### src/rtl/nfc_spi_pkg.sv
// nfc_spi_ctrl shared definitions.
// Register offsets, CTRL bit positions, FSM states.
package nfc_spi_pkg;

  localparam logic [4:0] ADDR_CTRL     = 5'h00;
  localparam logic [4:0] ADDR_DIV      = 5'h01;
  localparam logic [4:0] ADDR_BUF_BASE = 5'h10;

  // CTRL write fields
  localparam int CTRL_START    = 0;
  localparam int CTRL_DONE_CLR = 1;
  localparam int CTRL_IRQ_EN   = 2;
  localparam int CTRL_LEN_LSB  = 8;

  // CTRL read fields
  localparam int CTRL_BUSY = 0;
  localparam int CTRL_DONE = 1;

  typedef enum logic [2:0] {
    ST_IDLE,
    ST_LEAD,
    ST_SHIFT,
    ST_NEXT,
    ST_TRAIL
  } state_e;

  function automatic logic is_buf(
    input logic [4:0] a
  );
    return a[4] == ADDR_BUF_BASE[4];
  endfunction

endpackage

### src/rtl/nfc_spi_shifter.sv
// SPI mode-0 bit engine: half-period timer,
// bit counter, shift register, miso capture.
module nfc_spi_shifter (
  input  logic       clk,
  input  logic       rst,
  input  logic [7:0] div_i,
  input  logic       act_i,
  input  logic       run_i,
  input  logic       byte_start_i,
  input  logic [7:0] tx_byte_i,
  input  logic       miso_i,
  output logic       sck_o,
  output logic       mosi_o,
  output logic       ph_end_o,
  output logic       byte_done_o,
  output logic [7:0] rx_byte_o
);

  logic [7:0] hcnt_q, hcnt_d;
  logic [2:0] bit_q, bit_d;
  logic [7:0] sr_q, sr_d;
  logic [7:0] rx_q, rx_d;
  logic       sck_q, sck_d;
  logic       ph_end, rise, fall;

  assign ph_end = act_i && (hcnt_q == div_i);
  assign rise   = run_i && ph_end && !sck_q;
  assign fall   = run_i && ph_end && sck_q;

  assign ph_end_o    = ph_end;
  assign byte_done_o = fall && (bit_q == 3'd7);
  assign sck_o       = sck_q;
  assign mosi_o      = sr_q[7];
  assign rx_byte_o   = rx_q;

  // Phase timing; the next byte is preloaded on the
  // last falling edge so mosi is valid a full phase.
  always_comb begin
    hcnt_d = hcnt_q;
    bit_d  = bit_q;
    sr_d   = sr_q;
    rx_d   = rx_q;
    sck_d  = sck_q;
    if (byte_start_i) begin
      hcnt_d = 8'd0;
      bit_d  = 3'd0;
      sck_d  = 1'b0;
      sr_d   = tx_byte_i;
    end else if (act_i) begin
      hcnt_d = ph_end ? 8'd0 : hcnt_q + 8'd1;
      if (rise) begin
        sck_d = 1'b1;
        rx_d  = {rx_q[6:0], miso_i};
      end
      if (fall) begin
        sck_d = 1'b0;
        bit_d = bit_q + 3'd1;
        if (bit_q == 3'd7) begin
          sr_d = tx_byte_i;
        end else begin
          sr_d = {sr_q[6:0], 1'b0};
        end
      end
    end else begin
      hcnt_d = 8'd0;
      sck_d  = 1'b0;
    end
  end

  // Engine state register.
  always_ff @(posedge clk or posedge rst) begin
    if (rst) begin
      hcnt_q <= 8'd0;
      bit_q  <= 3'd0;
      sr_q   <= 8'd0;
      rx_q   <= 8'd0;
      sck_q  <= 1'b0;
    end else begin
      hcnt_q <= hcnt_d;
      bit_q  <= bit_d;
      sr_q   <= sr_d;
      rx_q   <= rx_d;
      sck_q  <= sck_d;
    end
  end

endmodule

### src/rtl/nfc_spi_ctrl.sv
// Register-mapped SPI master for the NFC reader:
// registers, TX/RX buffers, sequencing FSM.
module nfc_spi_ctrl
  import nfc_spi_pkg::*;
#(
  parameter int DIV_RESET = 3,
  parameter int BUF_DEPTH = 16
) (
  input  logic        clk,
  input  logic        resetn,
  input  logic        wr,
  input  logic        rd,
  input  logic [4:0]  addr,
  input  logic [15:0] data_in,
  output logic [15:0] data_out,
  output logic        nfc_nss,
  output logic        nfc_sck,
  output logic        nfc_mosi,
  input  logic        nfc_miso,
  output logic        irq
);

  state_e      state_q, state_d;
  logic [7:0]  div_q, div_d;
  logic [3:0]  len_q, len_d;
  logic [3:0]  idx_q, idx_d;
  logic        done_q, done_d;
  logic        irq_en_q, irq_en_d;
  logic [15:0] data_out_q, rdata;

  logic [7:0]  tx_mem [BUF_DEPTH];
  logic [7:0]  rx_mem [BUF_DEPTH];

  logic        busy, last;
  logic        ctrl_wr, div_wr, buf_wr;
  logic        start_acc, done_set, rx_we;
  logic        act, run, byte_start;
  logic        ph_end, byte_done;
  logic [3:0]  tx_sel;
  logic [7:0]  rx_byte;
  logic        unused_bits;

  assign busy      = state_q != ST_IDLE;
  assign last      = idx_q == len_q;
  assign ctrl_wr   = wr && (addr == ADDR_CTRL);
  assign div_wr    = wr && (addr == ADDR_DIV) && !busy;
  assign buf_wr    = wr && is_buf(addr) && !busy;
  assign start_acc = ctrl_wr && data_in[CTRL_START] && !busy;
  assign tx_sel    = busy ? idx_q + 4'd1 : 4'd0;

  assign nfc_nss     = !busy;
  assign irq         = done_q && irq_en_q;
  assign data_out    = data_out_q;
  assign unused_bits = ^data_in[15:12];

  nfc_spi_shifter u_shifter (
    .clk          (clk),
    .rst          (resetn),
    .div_i        (div_q),
    .act_i        (act),
    .run_i        (run),
    .byte_start_i (byte_start),
    .tx_byte_i    (tx_mem[tx_sel]),
    .miso_i       (nfc_miso),
    .sck_o        (nfc_sck),
    .mosi_o       (nfc_mosi),
    .ph_end_o     (ph_end),
    .byte_done_o  (byte_done),
    .rx_byte_o    (rx_byte)
  );

  // Transfer sequencing; NEXT doubles as the first
  // low cycle of the following byte or of TRAIL.
  always_comb begin
    state_d    = state_q;
    idx_d      = idx_q;
    act        = 1'b0;
    run        = 1'b0;
    byte_start = 1'b0;
    done_set   = 1'b0;
    rx_we      = 1'b0;
    unique case (state_q)
      ST_IDLE: begin
        if (start_acc) begin
          state_d    = ST_LEAD;
          byte_start = 1'b1;
          idx_d      = 4'd0;
        end
      end
      ST_LEAD: begin
        act = 1'b1;
        if (ph_end) state_d = ST_SHIFT;
      end
      ST_SHIFT: begin
        act = 1'b1;
        run = 1'b1;
        if (byte_done) state_d = ST_NEXT;
      end
      ST_NEXT: begin
        act   = 1'b1;
        run   = !last;
        rx_we = 1'b1;
        idx_d = idx_q + 4'd1;
        if (!last) begin
          state_d = ST_SHIFT;
        end else if (ph_end) begin
          state_d  = ST_IDLE;
          done_set = 1'b1;
        end else begin
          state_d = ST_TRAIL;
        end
      end
      ST_TRAIL: begin
        act = 1'b1;
        if (ph_end) begin
          state_d  = ST_IDLE;
          done_set = 1'b1;
        end
      end
      default: state_d = ST_IDLE;
    endcase
  end

  // Register file next state; config frozen while busy.
  always_comb begin
    div_d    = div_q;
    len_d    = len_q;
    irq_en_d = irq_en_q;
    done_d   = done_q;
    if (div_wr) div_d = data_in[7:0];
    if (ctrl_wr) begin
      irq_en_d = data_in[CTRL_IRQ_EN];
      if (!busy) len_d = data_in[CTRL_LEN_LSB +: 4];
    end
    if (done_set) begin
      done_d = 1'b1;
    end else if (start_acc) begin
      done_d = 1'b0;
    end else if (ctrl_wr && data_in[CTRL_DONE_CLR]) begin
      done_d = 1'b0;
    end
  end

  // Read mux.
  always_comb begin
    rdata = 16'd0;
    unique case (1'b1)
      addr == ADDR_CTRL: begin
        rdata[CTRL_BUSY]           = busy;
        rdata[CTRL_DONE]           = done_q;
        rdata[CTRL_IRQ_EN]         = irq_en_q;
        rdata[CTRL_LEN_LSB +: 4]   = len_q;
      end
      addr == ADDR_DIV: rdata[7:0] = div_q;
      is_buf(addr): rdata[7:0]     = rx_mem[addr[3:0]];
      default: rdata = 16'd0;
    endcase
  end

  // Control and status registers.
  always_ff @(posedge clk or posedge resetn) begin
    if (resetn) begin
      state_q    <= ST_IDLE;
      div_q      <= 8'(DIV_RESET);
      len_q      <= 4'd0;
      idx_q      <= 4'd0;
      done_q     <= 1'b0;
      irq_en_q   <= 1'b0;
      data_out_q <= 16'd0;
    end else begin
      state_q  <= state_d;
      div_q    <= div_d;
      len_q    <= len_d;
      idx_q    <= idx_d;
      done_q   <= done_d;
      irq_en_q <= irq_en_d;
      if (rd) data_out_q <= rdata;
    end
  end

  // Byte buffers, not reset.
  always_ff @(posedge clk) begin
    if (buf_wr) tx_mem[addr[3:0]] <= data_in[7:0];
    if (rx_we) rx_mem[idx_q] <= rx_byte;
  end

endmodule

### config.mk
export PLATFORM = sky130hd
export DESIGN_NAME = nfc_spi_ctrl
export DESIGN_NICKNAME = d
export VERILOG_FILES = /design/src/rtl/nfc_spi_pkg.sv /design/src/rtl/nfc_spi_shifter.sv /design/src/rtl/nfc_spi_ctrl.sv
export SDC_FILE = /design/constraint.sdc
export NUM_CORES = 1
export LEC_CHECK = 0
export BUFFER_PORTS_ARGS = -buffer_cell sky130_fd_sc_hd__buf_2
export CORE_UTILIZATION = 63
export CTS_BUF_LIST = sky130_fd_sc_hd__clkbuf_4 sky130_fd_sc_hd__clkbuf_8
export CTS_CLUSTER_SIZE = 30
export DETAILED_ROUTE_END_ITERATION = 10
export GPL_TIMING_DRIVEN = 0
export PLACE_DENSITY = 0.81
export SYNTH_ARGS = -nofsm -noshare
export SYNTH_HDL_FRONTEND = slang
export SYNTH_SLANG_ARGS = --single-unit
### constraint.sdc
create_clock -name clk -period 6.9 [get_ports clk]
set_input_delay 1.38 -clock clk [delete_from_list [all_inputs] [get_ports clk]]
set_output_delay 1.38 -clock clk [all_outputs]
set_load 0.02 [all_outputs]
After elaboration in Yosys (flattened, before gate mapping)
Memories as Yosys holds them, arrays and structs flattened.
Cells that the tools add are included.
{ "classes": {"addsub": 3, "eq_ne": 13, "muxes": 42, "bitwise_logic": 2, "n_reduce_logical": 30} }
{ "op_table": {"columns": ["operator", "n"], "rows": [
  ["two-way mux 8 bit", 7],
  ["two-way mux 3 bit", 9],
  ["two-way mux 1 bit", 17],
  ["one-hot mux 3 bit (5 select lines)", 1],
  ["logical AND 1 bit", 14],
  ["two-way mux 4 bit", 3],
  ["one-hot mux 5 bit (2 select lines)", 1],
  ["one-hot mux 3 bit (3 select lines)", 1],
  ["adder 8 x 1 -> 8 bit (second input constant)", 1],
  ["== test 8 bit", 1],
  ["one-hot mux 4 bit (2 select lines)", 1],
  ["== test 3 x 2 -> 1 bit (second input constant)", 2],
  ["== test 3 bit (second input constant)", 2],
  ["AND reduction 2 bit", 3],
  ["nonzero test 2 bit", 3],
  ["nonzero test 3 bit", 2],
  ["== test 5 x 1 -> 1 bit (second input constant)", 1],
  ["zero test 5 bit", 1],
  ["adder 4 x 1 -> 4 bit (second input constant)", 1],
  ["== test 4 bit", 1],
  ["inequality test 2 x 1 -> 1 bit (second input constant)", 2],
  ["inequality test 2 bit (second input constant)", 2],
  ["inequality test 4 bit (second input constant)", 1],
  ["one-hot mux 1 bit (2 select lines)", 2],
  ["8 further kinds", 11]
]} }
{ "totals": {"register_bits": 61, "ram_bits": 256, "in_bits": 26, "out_inout_bits": 20, "word_cells": 104, "mem_count": 2} }
{ "memory_table": {"columns": ["name", "depth", "word_bits", "read_ports", "rd_ports_with_merged_regs", "wr", "line_no", "source"], "rows": [
  ["rx_mem", 16, 8, 1, 0, 1, "nfc_spi_ctrl.sv:32", "logic [7:0] rx_mem [BUF_DEPTH];"],
  ["tx_mem", 16, 8, 1, 0, 1, "nfc_spi_ctrl.sv:31", "logic [7:0] tx_mem [BUF_DEPTH];"]
]} }

Depth between registers and ports, before layout
{ "logic_depth": {"depth_word": 10, "mapped_depth": 13, "depth_no_buf": 8} }

Cells and area by module
From an unflattened synthesis, not the netlist that was laid out.
{ "hier_totals": {"hier_cells": 826, "area_unflattened_um2": 13327.8} }
{ "modules_own_cells": {"columns": ["module", "n_inst", "cells_each", "area_each_um2", "seq_area_each_um2"], "rows": [
  ["nfc_spi_ctrl", 1, 691, 11882.6, 8515.7],
  ["nfc_spi_shifter", 1, 135, 1445.1, 700.7]
]} }

Worst setup path after synthesis
No wires, ideal clock.
{ "synth_path": {"kind": "input port to flip-flop", "start": "input addr[0]", "end": "register data_out_q[0] (netlist: data_out[0])", "setup_ns": 0.137, "arrival_ns": 3.120, "required_time_ns": 6.763, "slack_ns": 3.643, "cell_stages": 6, "n_path_buf": 2, "path_cell_list": "clkbuf_1 -> buf_2 -> mux4_2 -> mux4_2 -> a22oi_1 -> a21oi_1"} }
{ "synth_via": {"elab_chain_cells": 2, "word_cells_on_any_way": 4, "cone_classes": "1 x eq/ne; 1 x mux; 1 x reduce/logical; 1 x memory"} }
{ "synth_lines": {"columns": ["element", "line_no", "source"], "rows": [
  ["start: declaration", "nfc_spi_ctrl.sv:13", "input logic [4:0] addr,"],
  ["memory read (16 x 8 bit), or another cell as far along", null, null],
  ["one-hot mux 3 bit (3 select lines) *", "nfc_spi_ctrl.sv:147", "unique case (1'b1)"],
  ["end signal: assignment", "nfc_spi_ctrl.sv:177", "if (rd) data_out_q <= rdata;"],
  ["end: declaration", "nfc_spi_ctrl.sv:29", "logic [15:0] data_out_q, rdata;"]
]} }
Every way passes the cells marked *; elsewhere a longest branch is shown, timed or not.
A chain may end at the register's enable or synchronous reset.

Worst setup path in the final report
{ "layout_path": {"start": "register state_q[1]", "end": "output nfc_nss"} }
{ "layout_via": {"elab_chain_cells": 2} }
{ "layout_lines": {"columns": ["element", "line_no", "source"], "rows": [
  ["start: declaration", "nfc_spi_ctrl.sv:23", "state_e state_q, state_d;"],
  ["start signal: assignment", "nfc_spi_ctrl.sv:171", "state_q <= state_d;"],
  ["nonzero test 3 bit", "nfc_spi_ctrl.sv:43", "assign busy = state_q != ST_IDLE;"],
  ["zero test 1 bit", null, null],
  ["end: declaration", "nfc_spi_ctrl.sv:16", "output logic nfc_nss,"]
]} }
No other way between the ends.

==> flow_metrics.tcl <==
set metrics [dict create \
    clkTransAtPathRegs_ns 0.06 \
    ys_warn_count 0 \
    die_w_um 146.5 \
    nets 902 \
    fin_crit_sh_pct 55.92 \
    track_usage_pct 30.96 \
    cp-endpoint "nfc_nss" \
    stdcell_area_sq_um 14670 \
    r2r-start "idx_q[0]" \
    cts_inserted_buffers 48 \
    vias 7640 \
    post-route-drc-count 0 \
    ant_nets 0 \
    synth_cells 782 \
    synthFlopType "edfxtp_1" \
    wirelength_um 31400 \
    grt_pass1_wl_um 47960 \
    dp_hpwl_um 20690 \
    syn_avg_cell_area_sq_um 16.82 \
    cts_sinks 317 \
    post_cts_resized 0 \
    fmax_ghz 0.2592 \
    ys_seq_area_share_pct 70.05 \
    synthArstFlopShare_pct 19.24 \
    fillers 1202 \
    critical_path_arrival_ns 2.48 \
    area_delta_synth_final_pct 11.53 \
    period_minus_slack_ns 3.859 \
    rows 52 \
    gp_congestion 0.9064 \
    ir_drop_mv 0.1883 \
    cp-start-kind "flop" \
    required_ns 5.52 \
    dpl_cell_area_sq_um 13690 \
    clock-root-buffer "clkbuf_8" \
    tns_ns 0 \
    r2r_end "u_shifter.sr_q[5]" \
    r2r_setup_slack_ns 3.05 \
    finalNonFillerCells 1177 \
    coreArea_sq_um 20360 \
    skew_ns 0.01964 \
    initial_core_util_pct 64.60 \
    tritoncts "built" \
    synth_area_sq_um 13160 \
    drive_gt1_share_pct 24.70 \
    clk_latency_ns 0.58 \
    grt_overflow 0 \
    io_buffers 33 \
    worst_r2r_path_depth 12 \
    tightest_slew_ns 1.333 \
    worstSetupStartpoint "state_q[1]" \
    dr.pass1.iters 5 \
    grt_pass1_vias 7936 \
    drtIter0Drc 937 \
    max_cap_violations 0 \
    slew_headroom_pct 10.45 \
    powerDensity_nw_per_um2 379.2 \
    slew_violations 0 \
    grt_antenna_before_repair 1 \
    synthTopCellsByArea "edfxtp_1, dfrtp_1, mux4_2, mux2_1, nor2_1" \
    crit_path_max_fanout 10 \
    layout_common_cells "edfxtp_1, dfrtp_1, mux4_2" \
    power_w 0.005563 \
    path_class "reg -> out" \
    yosys_register_bits 317 \
    hold_class "reg -> reg" \
    crit_path_end_kind "primary output" \
    synth_top_area_cell "edfxtp_1" \
    grt_max_degree 42 \
    postCtsSetupBuffers 0 \
    via_per_inst 6.491 \
    die_h_um 146.5 \
    mostFrequentLayoutCell "edfxtp_1" \
    synth.distinct_cells 71 \
    rsz0062_at_grt "false" \
    cts-hold-fix-buffers 0 \
    leakagePower_nw 5.270 \
    dp.cells 1089 \
    cts_buffer_depth 3 \
    fin_util_pct 72.05 \
    yosysTopAreaCellShare_pct 58.43 \
    diodes 0 \
    htree_levels 2 \
    hold_viol_final 0 \
    wl_per_cell_um 26.67 \
    outcome "complete, no violations" \
    num_io_pins 46 \
    die-area_sq_um 21470 \
    finalSetupViolCount 0 \
    synth_edf_count 256 \
]
## per-layer routing
layer / wire length [um] / global-route usage [%] / up-vias / part of all wire (%)
met2: 14860 / 47.17 / 408 / 47
met5: 0 / 0 / - / 0
met1: 12610 / 43.58 / 3901 / 40
met4: 968 / 12.50 / 0 / 3.1
met3: 2960 / 7.625 / 73 / 9.4
li1: - / - / 3258 / -
## report_power, final
part | leakage [nW] | total (W) | internal (W) | switching (W)
clock | 0.521 | 0.00157 | 0.000848 | 0.000722
combinational | 1.61 | 0.00164 | 0.000600 | 0.00104
sequential | 3.14 | 0.00235 | 0.00223 | 0.000127
## sequential cells by signal, indices dropped and copies added, names as in the netlist
signal / cells
u_shifter.sck_o: 1
tx_mem: 128
u_shifter.rx_byte_o: 8
state_q: 3
len_q: 4
rx_mem: 128
idx_q: 4
div_q: 8
data_out: 12
u_shifter.hcnt_q: 8
u_shifter.bit_q: 3
irq_en_q: 1
done_q: 1
u_shifter.sr_q: 8
## kinds of logic after synthesis
group,share of synthesized area [%]
compound gates,5.839
other cells,0.02850
buf+inv,2.425
mux,12.66
simple gates,6.667
xor+xnor,1.664
flops,70.05
fa+ha+maj,0.6657
## Yosys cell counts (all sizes together), types with 3 or more instances
| cell type | number |
|---|---|
| a221oi | 6 |
| nand4 | 7 |
| dfrtp | 59 |
| xnor2 | 13 |
| nand3 | 23 |
| o31ai | 3 |
| clkbuf | 15 |
| mux4 | 53 |
| buf | 29 |
| nor3 | 11 |
| a21oi | 21 |
| and2 | 15 |
| xor2 | 9 |
| inv | 19 |
| mux2 | 33 |
| o221ai | 3 |
| a41oi | 3 |
| o21ai | 21 |
| mux2i | 10 |
| nor2b | 6 |
| nand2 | 29 |
| edfxtp | 256 |
| and3 | 12 |
| a22oi | 9 |
| nand2b | 7 |
| ha | 7 |
| a211oi | 5 |
| nand3b | 4 |
| o22ai | 14 |
| nor2 | 43 |
## worst min path at each step
stage / cells past startpoint / from / slack (ns) / endpoint
final: 1 / u_shifter.sr_q[6] / 0.48 / u_shifter.sr_q[6]
after global placement: 1 / u_shifter.sr_q[0] / 0.46 / u_shifter.sr_q[0]
after global routing: 1 / u_shifter.sr_q[6] / 0.51 / u_shifter.sr_q[6]
after detailed placement: 1 / u_shifter.sr_q[0] / 0.47 / u_shifter.sr_q[0]
after CTS: 1 / u_shifter.sr_q[6] / 0.48 / u_shifter.sr_q[6]
after floorplan: 2 / u_shifter.sr_q[1] / 0.45 / u_shifter.sr_q[1]
## worst max-delay path, stage by stage (launching register included)
cell and delay (ns):
dfrtp_1 0.38, buf_6 0.14, or3_1 0.38, buf_6 0.15, inv_6 0.09, buf_2 0.28, buf_4 0.28, buf_2 0.20
## area by class of cell
class	count	area (sq um)	area share, %
sequential	317	9216	62.81
multi-input combinational	405	3632	24.75
clock buffer	68	817.0	5.568
tap	270	337.8	2.302
buffer	44	242.7	1.654
timing repair buffer	34	185.2	1.262
clock inverter	20	165.2	1.126
inverter	19	76.32	0.5202
## stage by stage
| step | setup WS (ns) | hold slack (ns) |
|---|---|---|
| 6_report | 3.041 | 0.4810 |
| 5_1_grt | 2.757 | 0.5093 |
| 4_1_cts | 3.055 | 0.4831 |
| 3_5_place_dp | 2.867 | 0.4673 |
| 3_3_place_gp | 2.936 | 0.4643 |
| 2_1_floorplan | 3.643 | 0.4484 |
(Power assumes the default switching activity.)
